**config.mk**
```make
export PLATFORM = sky130hd
export DESIGN_NAME = if_id_buffer
export DESIGN_NICKNAME = d
export VERILOG_FILES = /design/src/rtl/if_id_buffer_pkg.sv /design/src/rtl/if_id_buffer_fifo_mem.sv /design/src/rtl/if_id_buffer.sv
export SDC_FILE = /design/constraint.sdc
export NUM_CORES = 1
export LEC_CHECK = 0
export BUFFER_PORTS_ARGS = -buffer_cell sky130_fd_sc_hd__buf_2
export CELL_PAD_IN_SITES_DETAIL_PLACEMENT = 0
export CELL_PAD_IN_SITES_GLOBAL_PLACEMENT = 1
export CORE_MARGIN = 10
export CORE_UTILIZATION = 41
export DETAILED_ROUTE_END_ITERATION = 12
export GPL_ROUTABILITY_DRIVEN = 0
export PLACE_DENSITY = 0.86
export SLEW_MARGIN = 20
export SYNTH_ARGS = -nofsm -noshare
export SYNTH_HDL_FRONTEND = slang
export SYNTH_SLANG_ARGS = --single-unit
```
**constraint.sdc**
```tcl
create_clock -name clk -period 3.04 [get_ports clk]
set_input_delay 0.608 -clock clk [delete_from_list [all_inputs] [get_ports clk]]
set_output_delay 0.608 -clock clk [all_outputs]
set_load 0.01 [all_outputs]
```
**src/rtl/if_id_buffer_pkg.sv**
```systemverilog
// if_id_buffer_pkg: shared instruction-field constants and the buffer entry type
package if_id_buffer_pkg;
  localparam int INSTR_W = 32;
  localparam logic [INSTR_W-1:0] NOP_INSTR = 32'h0000_0000;
  localparam int IMM_LSB = 0;
  localparam int IMM_W = 16;
  localparam int TARGET_W = 26;
  typedef struct packed {
    logic [INSTR_W-1:0] instr;
    logic [INSTR_W-1:0] pc_plus_four;
  } entry_t;
endpackage

```
**src/rtl/if_id_buffer_fifo_mem.sv**
```systemverilog
// fifo_mem: DEPTH-entry register array, one synchronous write port, one combinational read port
module fifo_mem
  import if_id_buffer_pkg::*;
#(
  parameter int DEPTH = 2,
  parameter int AW = 1
) (
  input  logic          clk,
  input  logic          we,
  input  logic [AW-1:0] wa,
  input  entry_t        wd,
  input  logic [AW-1:0] ra,
  output entry_t        rd
);
  entry_t mem [DEPTH];
  always_ff @(posedge clk)
    if (we) mem[wa] <= wd;
  assign rd = mem[ra];
endmodule

```
**src/rtl/if_id_buffer.sv**
```systemverilog
// if_id_buffer: fetch-to-decode FIFO with valid/ready handshake, flush, and PC-unit field taps
module if_id_buffer
  import if_id_buffer_pkg::*;
#(
  parameter int DEPTH = 2,
  parameter int AW = 1
) (
  input  logic                clk,
  input  logic                reset,
  input  logic                in_valid,
  output logic                in_ready,
  input  logic [INSTR_W-1:0]  in_instr,
  input  logic [INSTR_W-1:0]  in_pc_plus_four,
  input  logic                flush,
  output logic                out_valid,
  input  logic                out_ready,
  output logic [INSTR_W-1:0]  out_instr,
  output logic [INSTR_W-1:0]  out_pc_plus_four,
  output logic [IMM_W-1:0]    out_imm16,
  output logic [TARGET_W-1:0] out_target26,
  output logic [AW:0]         count
);
  localparam logic [AW:0] FULL = (AW+1)'(DEPTH);
  logic [AW-1:0] wr_ptr, rd_ptr;
  logic enq, deq;
  entry_t head;
  assign in_ready  = count != FULL;
  assign out_valid = count != '0;
  assign enq = in_valid && in_ready && !flush;
  assign deq = out_valid && out_ready && !flush;
  fifo_mem #(.DEPTH(DEPTH), .AW(AW)) u_mem (
    .clk(clk),
    .we(enq),
    .wa(wr_ptr),
    .wd('{instr: in_instr, pc_plus_four: in_pc_plus_four}),
    .ra(rd_ptr),
    .rd(head)
  );
  // pointers wrap naturally because DEPTH is a power of two
  always_ff @(posedge clk) begin
    if (reset || flush) begin
      wr_ptr <= '0;
      rd_ptr <= '0;
      count  <= '0;
    end else begin
      wr_ptr <= wr_ptr + AW'(enq);
      rd_ptr <= rd_ptr + AW'(deq);
      count  <= count + (AW+1)'(enq) - (AW+1)'(deq);
    end
  end
  assign out_instr        = out_valid ? head.instr : NOP_INSTR;
  assign out_pc_plus_four = out_valid ? head.pc_plus_four : '0;
  assign out_imm16        = out_instr[IMM_LSB +: IMM_W];
  assign out_target26     = out_instr[TARGET_W-1:0];
endmodule

```
# After elaboration in Yosys (flattened, before gate mapping)
# Memories as Yosys holds them, arrays and structs flattened. A register that Yosys moved wholly into a read port is not among the register bits.
# Index checks and enable logic that the tools add are counted.
# totals
ram_bits	128
ff_bits	4
output_inout_bits	110
in_bits	69
word_cells	21
mem_count	1
# mem_list
memory	depth	width	rd	rd_ports_with_merged_regs	wr	line_no	text
u_mem.mem	2	64	1	1	1	if_id_buffer_fifo_mem.sv:15	entry_t mem [DEPTH];
# classes
eq_ne	1
addsub	4
muxes	5
reduce_logical	7
# ops
cell	count
32-bit two-way mux	2
1-bit logical AND	4
1-bit two-way mux	3
1-bit adder	2
2-bit by 1-bit adder with 2-bit output	1
2-bit inequality test (second input constant)	1
2-bit nonzero test	1
2-bit by 1-bit subtractor with 2-bit output	1
1-bit logical NOT	1
1-bit logical OR	1

# Depth between registers and ports, before layout
# Gate-level depths: netlist of run 1.
# depth
ltp_word	5
depth_mapped	7
ltp_nobuf	7

# Modules after synthesis
# Synthesis of run 1 repeated with hierarchy kept, for this count alone.
# hier_totals
cells_unflattened	338
hier_area_um2	5933.2
# by_module_without_submodules
mod	cells_each	seq_area_each_um2	instances	area_each_um2
fifo_mem	201	3843.7	1	4933.5
if_id_buffer	137	80.1	1	999.7

# Least setup slack after synthesis of run 1
# No wires, ideal clock.
# synth_path
path_kind	input to register
from	in flush
to	mem u_mem.mem[1][0] in the netlist's numbering (enable)
n_path_buf	0
required_ps	2611
slack_ps	225
t_arrival_ps	2386
cell_stages	2
setup_time_ps	429
path_cell_list	and3b_1 ha_1
# synth_between
elab_chain_len	4
# synth_lines
element	line_no	text
from (decl)	if_id_buffer.sv:14	input logic flush,
1-bit logical NOT	if_id_buffer.sv:29	assign enq = in_valid && in_ready && !flush;
1-bit logical AND	if_id_buffer.sv:29	
1-bit two-way mux	if_id_buffer_fifo_mem.sv:17	if (we) mem[wa] <= wd;
1-bit two-way mux (not written as such)	if_id_buffer_fifo_mem.sv:17	
to (decl)	if_id_buffer_fifo_mem.sv:15	
# Every way passes these cells.

# Final worst setup path of run 1
# layout_path
from	reg count[1]
to	out out_target26[25]
# layout_between
elab_chain_len	2
# layout_lines
element	line_no	text
from (decl)	if_id_buffer.sv:21	output logic [AW:0] count
from (signal assigned)	if_id_buffer.sv:48	count <= count + (AW+1)'(enq) - (AW+1)'(deq);
2-bit nonzero test	if_id_buffer.sv:28	assign out_valid = count != '0;
32-bit two-way mux	if_id_buffer.sv:51	assign out_instr = out_valid ? head.instr : NOP_INSTR;
to (decl)	if_id_buffer.sv:20	output logic [TARGET_W-1:0] out_target26,
# Every way passes these cells.

==> impl_metrics.py, run 1 <==
metrics = {
    "synthesis": {
        "syn_area_um2": 5440,
        "synthFlopType": "edfxtp_1",
        "ys_top_cells_by_area": "edfxtp_1, mux2i_1, buf_4",
        "ys_seq_elements": 132,
        "syn_inst": 337,
        "syn_nets": 410,
        "yosys.area.top_type": "edfxtp_1",
        "synthTopCellsByCount": "edfxtp_1, nor2_1, mux2i_1",
        "syn_avg_cell_area_um2": 16.1,
        "ys_seq_area_frac": 0.721,
        "synth.distinct_cells": 21,
        "yosysMostFrequentCell": "edfxtp_1",
        "synth.top_cell.area_share": 0.707,
        "ys_async_sr_fraction": 0,
        "synth_edf_count": 128,
        "synth-warning-count": 0,
    },
    "hold_path": {
        "min_from": "in_pc_plus_four[20]",
        "holdCritPathClass": "input pin to flip-flop",
        "holdPathEnd": "u_mem.mem[0][20]",
        "hold_path_depth": 1,
    },
    "critical_path": {
        "worst-path-buf-inv": 2,
        "slowest_delay_ns": 0.47,
        "r2r_start": "count[0]",
        "cp.required_ns": 2.43,
        "crit_path_start": "count[1]",
        "cp_cell_sequence": "nor2_4 -> buf_12 -> nor2_1 -> buf_2",
        "arrival_ns": 1.78,
        "criticalPathCategory": "flip-flop to primary output",
        "crit_family": "simple AND/OR/NAND/NOR gates",
        "reg2reg_depth": 4,
        "start_kind": "flip-flop",
        "crit_slowest_cell": "nor2_4",
        "worstPathMaxFanout": 44,
        "endpoint_kind": "primary output",
        "ff2ff_setup_slack_ns": 1.05,
        "r2r-end": "u_mem.mem[0][1]",
    },
    "global_route": {
        "grt_max_degree": 45,
        "grt_pass1_wl_mm": 17.5,
        "grt_overflow_total": 0,
        "grt_antenna_before_repair": 1,
        "grt_usage": 0.123,
        "grt_pass1_vias": 3377,
    },
    "route": {
        "drt_iter0_markers": 163,
        "avgViaCountPerCell": 4.50,
        "wl_mm": 11.1,
        "wl_per_cell_um": 16.6,
        "vias": 3028,
        "ant_nets": 0,
        "drc": 0,
        "drtPass1Iterations": 4,
    },
    "clock_tree": {
        "post_cts_resized": 0,
        "cts.repair_timing.setup_buffer_count": 0,
        "hold_buffers": 0,
        "cts_sinks": 132,
        "clkLatencyLatePin_ns": 0.40,
        "cts_tree": "yes",
        "cts.htree.levels": 4,
        "numCtsBuffers": 17,
        "cts_root_buffer": "clkbuf_16",
        "clockBufferDepth": 2,
        "clk_pin_slew_ns": 0.06,
    },
    "die": {
        "die_width_um": 135,
        "io_pins": 179,
        "row_count": 42,
        "dieArea_um2": 18300,
        "fp.dieH_um": 135,
        "initial_core_util": 0.414,
        "core_area_um2": 13100,
    },
    "placement": {
        "port_buffers": 178,
        "hpwlAfterDp_mm": 8.11,
    },
    "power": {
        "p_comb_frac": 0.058,
        "leakagePower_nw": 2.68,
        "p_clk_frac": 0.453,
        "switchingPower_uw": 862,
        "p_int_mw": 3.36,
        "ir_drop_v": 0.000294,
        "p_seq_frac": 0.490,
        "cellPowerDensity_nw_per_um2": 623,
        "netSwitchingFraction": 0.204,
    },
    "finish": {
        "area.sequential_um2": 3930,
        "multi_input_area_um2": 1070,
        "nets": 555,
        "nFillCells": 1131,
        "syn_to_final_growth_pct": 24.6,
        "drive_gt1_frac": 0.440,
        "finish.utilization": 0.516,
    },
    "sta": {
        "fmax_mhz": 419,
        "hold_violations": 0,
        "layout_min_cycle_time_ns": 2.39,
        "max_slew_margin": 0.634,
        "worst_slew_pin_slew_ns": 0.548,
        "setup_viol": 0,
        "tns_ns": 0,
        "slew_violations": 0,
        "period_share": 0.785,
        "finClkSkew_ns": 0.00780,
        "rsz0062_at_grt": "false",
    },
    "run_status": {
        "status": "completed",
    },
    "flow_run": {
        "maxCapViolCount": 0,
    },
}
cells by family (layout without fill, tap and decap cells):
group,count (synthesis),count (layout),share of synthesized area
adder cells (fa/ha/maj),4,4,0.00920
flip-flops,132,132,0.721
AO/OA/AOI/OAI,1,1,0.000919
other,0,2,0
buffers and inverters,60,218,0.0886
AND/OR/NAND/NOR,74,74,0.0552
multiplexers,65,65,0.121
XOR/XNOR,1,1,0.00414
sequential cells by signal, indices dropped and copies added (netlist names):
signal and count:
u_mem.mem 128, count 2, rd_ptr 1, wr_ptr 1
metal layers:
layer  routed length, µm  global-route usage
met1                4610               0.140
met2                5380               0.203
met3                1030              0.0519
met4                 118              0.0413
met5                   0                   0
per-stage QoR:
step                power [mW]  cell area (µm²)  instances  hold WS, ns  setup WS (ns)
floorplan                 2.24             5440        337        0.538          0.225
global placement          2.34             6200        639        0.643          0.887
detailed placement        2.35             6200        639        0.643          0.838
CTS                       4.27             6770        671        0.376          0.593
global route              4.38             6770        671        0.375          0.492
finish                    4.22             6780        673        0.397          0.655
cells in the final DEF, fill, tap and decap left out, types with 3 or more instances in the layout:
master / instances
mux2i_1: 64
nor2_1: 65
nor3_1: 3
buf_2: 178
edfxtp_1: 128
clkinv_2: 3
buf_12: 4
clkinvlp_4: 4
dfxtp_1: 3
clkbuf_16: 17
power by group through the flow:
stage / Sequential [mW] / Clock, mW / Combinational, mW
after floorplan: 2.10 / 0 / 0.139
after global placement: 2.10 / 0 / 0.243
after detailed placement: 2.10 / 0 / 0.250
after CTS: 2.07 / 1.95 / 0.252
after global routing: 2.07 / 2.03 / 0.272
final: 2.07 / 1.91 / 0.244
final cells by class:
type | instances | share of cell area
Antenna cell | 2 | 0.000739
Clock buffer | 19 | 0.0639
Clock inverter | 13 | 0.0199
Inverter | 3 | 0.00166
Multi-Input combinational cell | 145 | 0.157
Sequential cell | 132 | 0.580
Tap cell | 176 | 0.0325
Timing Repair Buffer | 183 | 0.144
worst reg2reg max path: stages (launching register included):
cell	delay, ns
dfxtp_1	0.43
nand2b_1	0.18
and3b_1	0.28
ha_4	0.46
buf_12	0.31
how the worst max path moves through the flow:
| stage | end | slack [ns] | depth (start not counted) |
|---|---|---|---|
| 3_3_place_gp | u_mem.mem[0][55] | 0.89 | 4 |
| 5_1_grt | out_instr[25] | 0.49 | 4 |
| 4_1_cts | out_instr[15] | 0.59 | 4 |
| 2_1_floorplan | u_mem.mem[1][0] | 0.23 | 2 |
| 3_5_place_dp | u_mem.mem[1][46] | 0.84 | 4 |
| 6_report | out_target26[25] | 0.65 | 4 |
No activity file was read; power rests on OpenSTA's default activity.
==> run 2, diff against run 1 <==
==> constraint.sdc (replaced) <==
create_clock -name clk -period 2.2 [get_ports clk]
set_input_delay 0.44 -clock clk [delete_from_list [all_inputs] [get_ports clk]]
set_output_delay 0.44 -clock clk [all_outputs]
set_load 0.01 [all_outputs]
==> impl_metrics.py, run 2 (synthesized netlist as in run 1, its figures left out) <==
metrics = {
    "run_status": {
        "status": "completed",
    },
    "critical_path": {
        "crit_path_start": "count[1]",
        "cp-endpoint": "out_target26[0]",
        "crit_slowest_cell": "dfxtp_1",
        "r2r_start": "count[0]",
        "endpoint_kind": "primary output",
        "criticalPathCategory": "flip-flop to primary output",
        "r2r-end": "u_mem.mem[1][25]",
        "slowest_delay_ns": 0.36,
        "cp_cell_sequence": "nor2_4 -> buf_4 -> nor2_1 -> buf_2",
        "ff2ff_setup_slack_ns": 0.43,
        "worstPathMaxFanout": 30,
        "reg2reg_depth": 4,
        "cp.required_ns": 1.76,
        "start_kind": "flip-flop",
        "arrival_ns": 1.68,
    },
    "finish": {
        "antenna_cells": 0,
        "largest-register": "u_mem.mem",
        "mostFrequentLayoutCells": "buf_2, edfxtp_1, nor2_1",
        "nFillCells": 1126,
        "mostFrequentLayoutCell": "buf_2",
        "largestRegisters": "u_mem.mem (128), count (2)",
        "area.sequential_um2": 3930,
        "nets": 556,
        "largest_register_ffs": 128,
        "syn_to_final_growth_pct": 23.5,
        "drive_gt1_frac": 0.427,
        "multi_input_area_um2": 1070,
    },
    "die": {
        "dieArea_um2": 18300,
        "core_area_um2": 13100,
        "row_count": 42,
        "initial_core_util": 0.414,
        "fp.dieH_um": 135,
        "die_width_um": 135,
        "io_pins": 179,
    },
    "global_route": {
        "grt_pass1_vias": 3321,
        "grt_overflow_total": 0,
        "grt_max_degree": 65,
        "grt_pass1_wl_mm": 17.1,
        "grt_usage": 0.120,
        "grt_antenna_before_repair": 0,
    },
    "hold_path": {
        "hold_path_depth": 1,
        "holdCritPathClass": "input pin to flip-flop",
    },
    "placement": {
        "dp_slack_ns": 0.432,
        "hpwlAfterDp_mm": 7.82,
        "port_buffers": 178,
    },
    "sta": {
        "period_share": 0.962,
        "finalWorstSetupSlack_ns": 0.0837,
        "rsz0062_at_grt": "true",
        "finClkSkew_ns": 0.00585,
        "tns_ns": 0,
        "hold_violations": 0,
        "max_slew_margin": 0.755,
        "slew_violations": 0,
        "setup_viol": 0,
        "worst_slew_pin_slew_ns": 0.367,
        "fmax_mhz": 473,
        "layout_min_cycle_time_ns": 2.12,
    },
    "clock_tree": {
        "cts.repair_timing.setup_buffer_count": 0,
        "cts_sinks": 132,
        "numCtsBuffers": 17,
        "cts_root_buffer": "clkbuf_16",
        "post_cts_resized": 0,
        "clk_pin_slew_ns": 0.05,
        "clkLatencyLatePin_ns": 0.40,
        "clockBufferDepth": 2,
        "cts_tree": "yes",
        "hold_buffers": 0,
        "cts.htree.levels": 4,
    },
    "flow_run": {
        "maxCapViolCount": 0,
    },
    "route": {
        "drtPass1Iterations": 4,
        "drc": 0,
        "wl_per_cell_um": 16.5,
        "wl_mm": 11.1,
        "drt_iter0_markers": 135,
        "vias": 3084,
        "ant_nets": 0,
        "avgViaCountPerCell": 4.60,
    },
    "power": {
        "leakagePower_nw": 2.67,
        "ir_drop_v": 0.000598,
        "cellPowerDensity_nw_per_um2": 835,
    },
}
==> run 2: cell types whose count changed in the layout (fill, tap and decap cells not counted) <==
cell / before / now
bufinv_16: 2 / 1
diode_2: 2 / 0
clkinv_1: 1 / 6
buf_4: 1 / 2
clkbuf_1: 2 / 3
clkinv_4: 2 / 0
inv_6: 1 / 0
clkinvlp_4: 4 / 0
==> run 2: routing by layer <==
layer  track usage  up-vias  wire length, µm
met2         0.204      120             5560
met1         0.128     1483             4380
met5             0        -                0
li1              -     1471                -
met3        0.0568       10             1010
met4        0.0413        0              118
==> run 2: report_power, final <==
group          switching (mW)  internal, mW  leakage [nW]  total (mW)
combinational           0.197         0.138          1.21       0.334
clock                   0.913          1.50         0.248        2.42
sequential             0.0174          2.84          1.21        2.86
==> run 2: stage by stage <==
stage	instance area, µm²	hold WS (ns)	power [mW]	std cells	utilization
floorplan	5440	0.511	3.10	337	-
global placement	6210	0.628	3.24	640	0.473
detailed placement	6210	0.633	3.25	640	0.473
CTS	6720	0.200	5.68	670	0.511
global route	6720	0.200	5.84	670	0.511
finish	6720	0.223	5.61	670	0.511
==> run 2: worst max-delay path, delay by kind of cell (launching register included) <==
family | cells | cell delay (ns)
AND/OR/NAND/NOR | 2 | 0.38
buffers and inverters | 2 | 0.52
flip-flops | 1 | 0.36
==> run 2: layout make-up <==
type	count	share of cell area
Clock buffer	20	0.0650
Clock inverter	10	0.0101
Tap cell	176	0.0328
Sequential cell	132	0.585
Timing Repair Buffer	184	0.147
Multi-Input combinational cell	145	0.159
Inverter	3	0.00168
==> run 2: worst min path at each step <==
stage | start | endpoint
2_1_floorplan | reset | wr_ptr
3_3_place_gp | in_pc_plus_four[17] | u_mem.mem[0][17]
3_5_place_dp | in_instr[13] | u_mem.mem[0][45]
4_1_cts | in_instr[0] | u_mem.mem[0][32]
5_1_grt | in_pc_plus_four[7] | u_mem.mem[0][7]
6_report | in_pc_plus_four[4] | u_mem.mem[1][4]
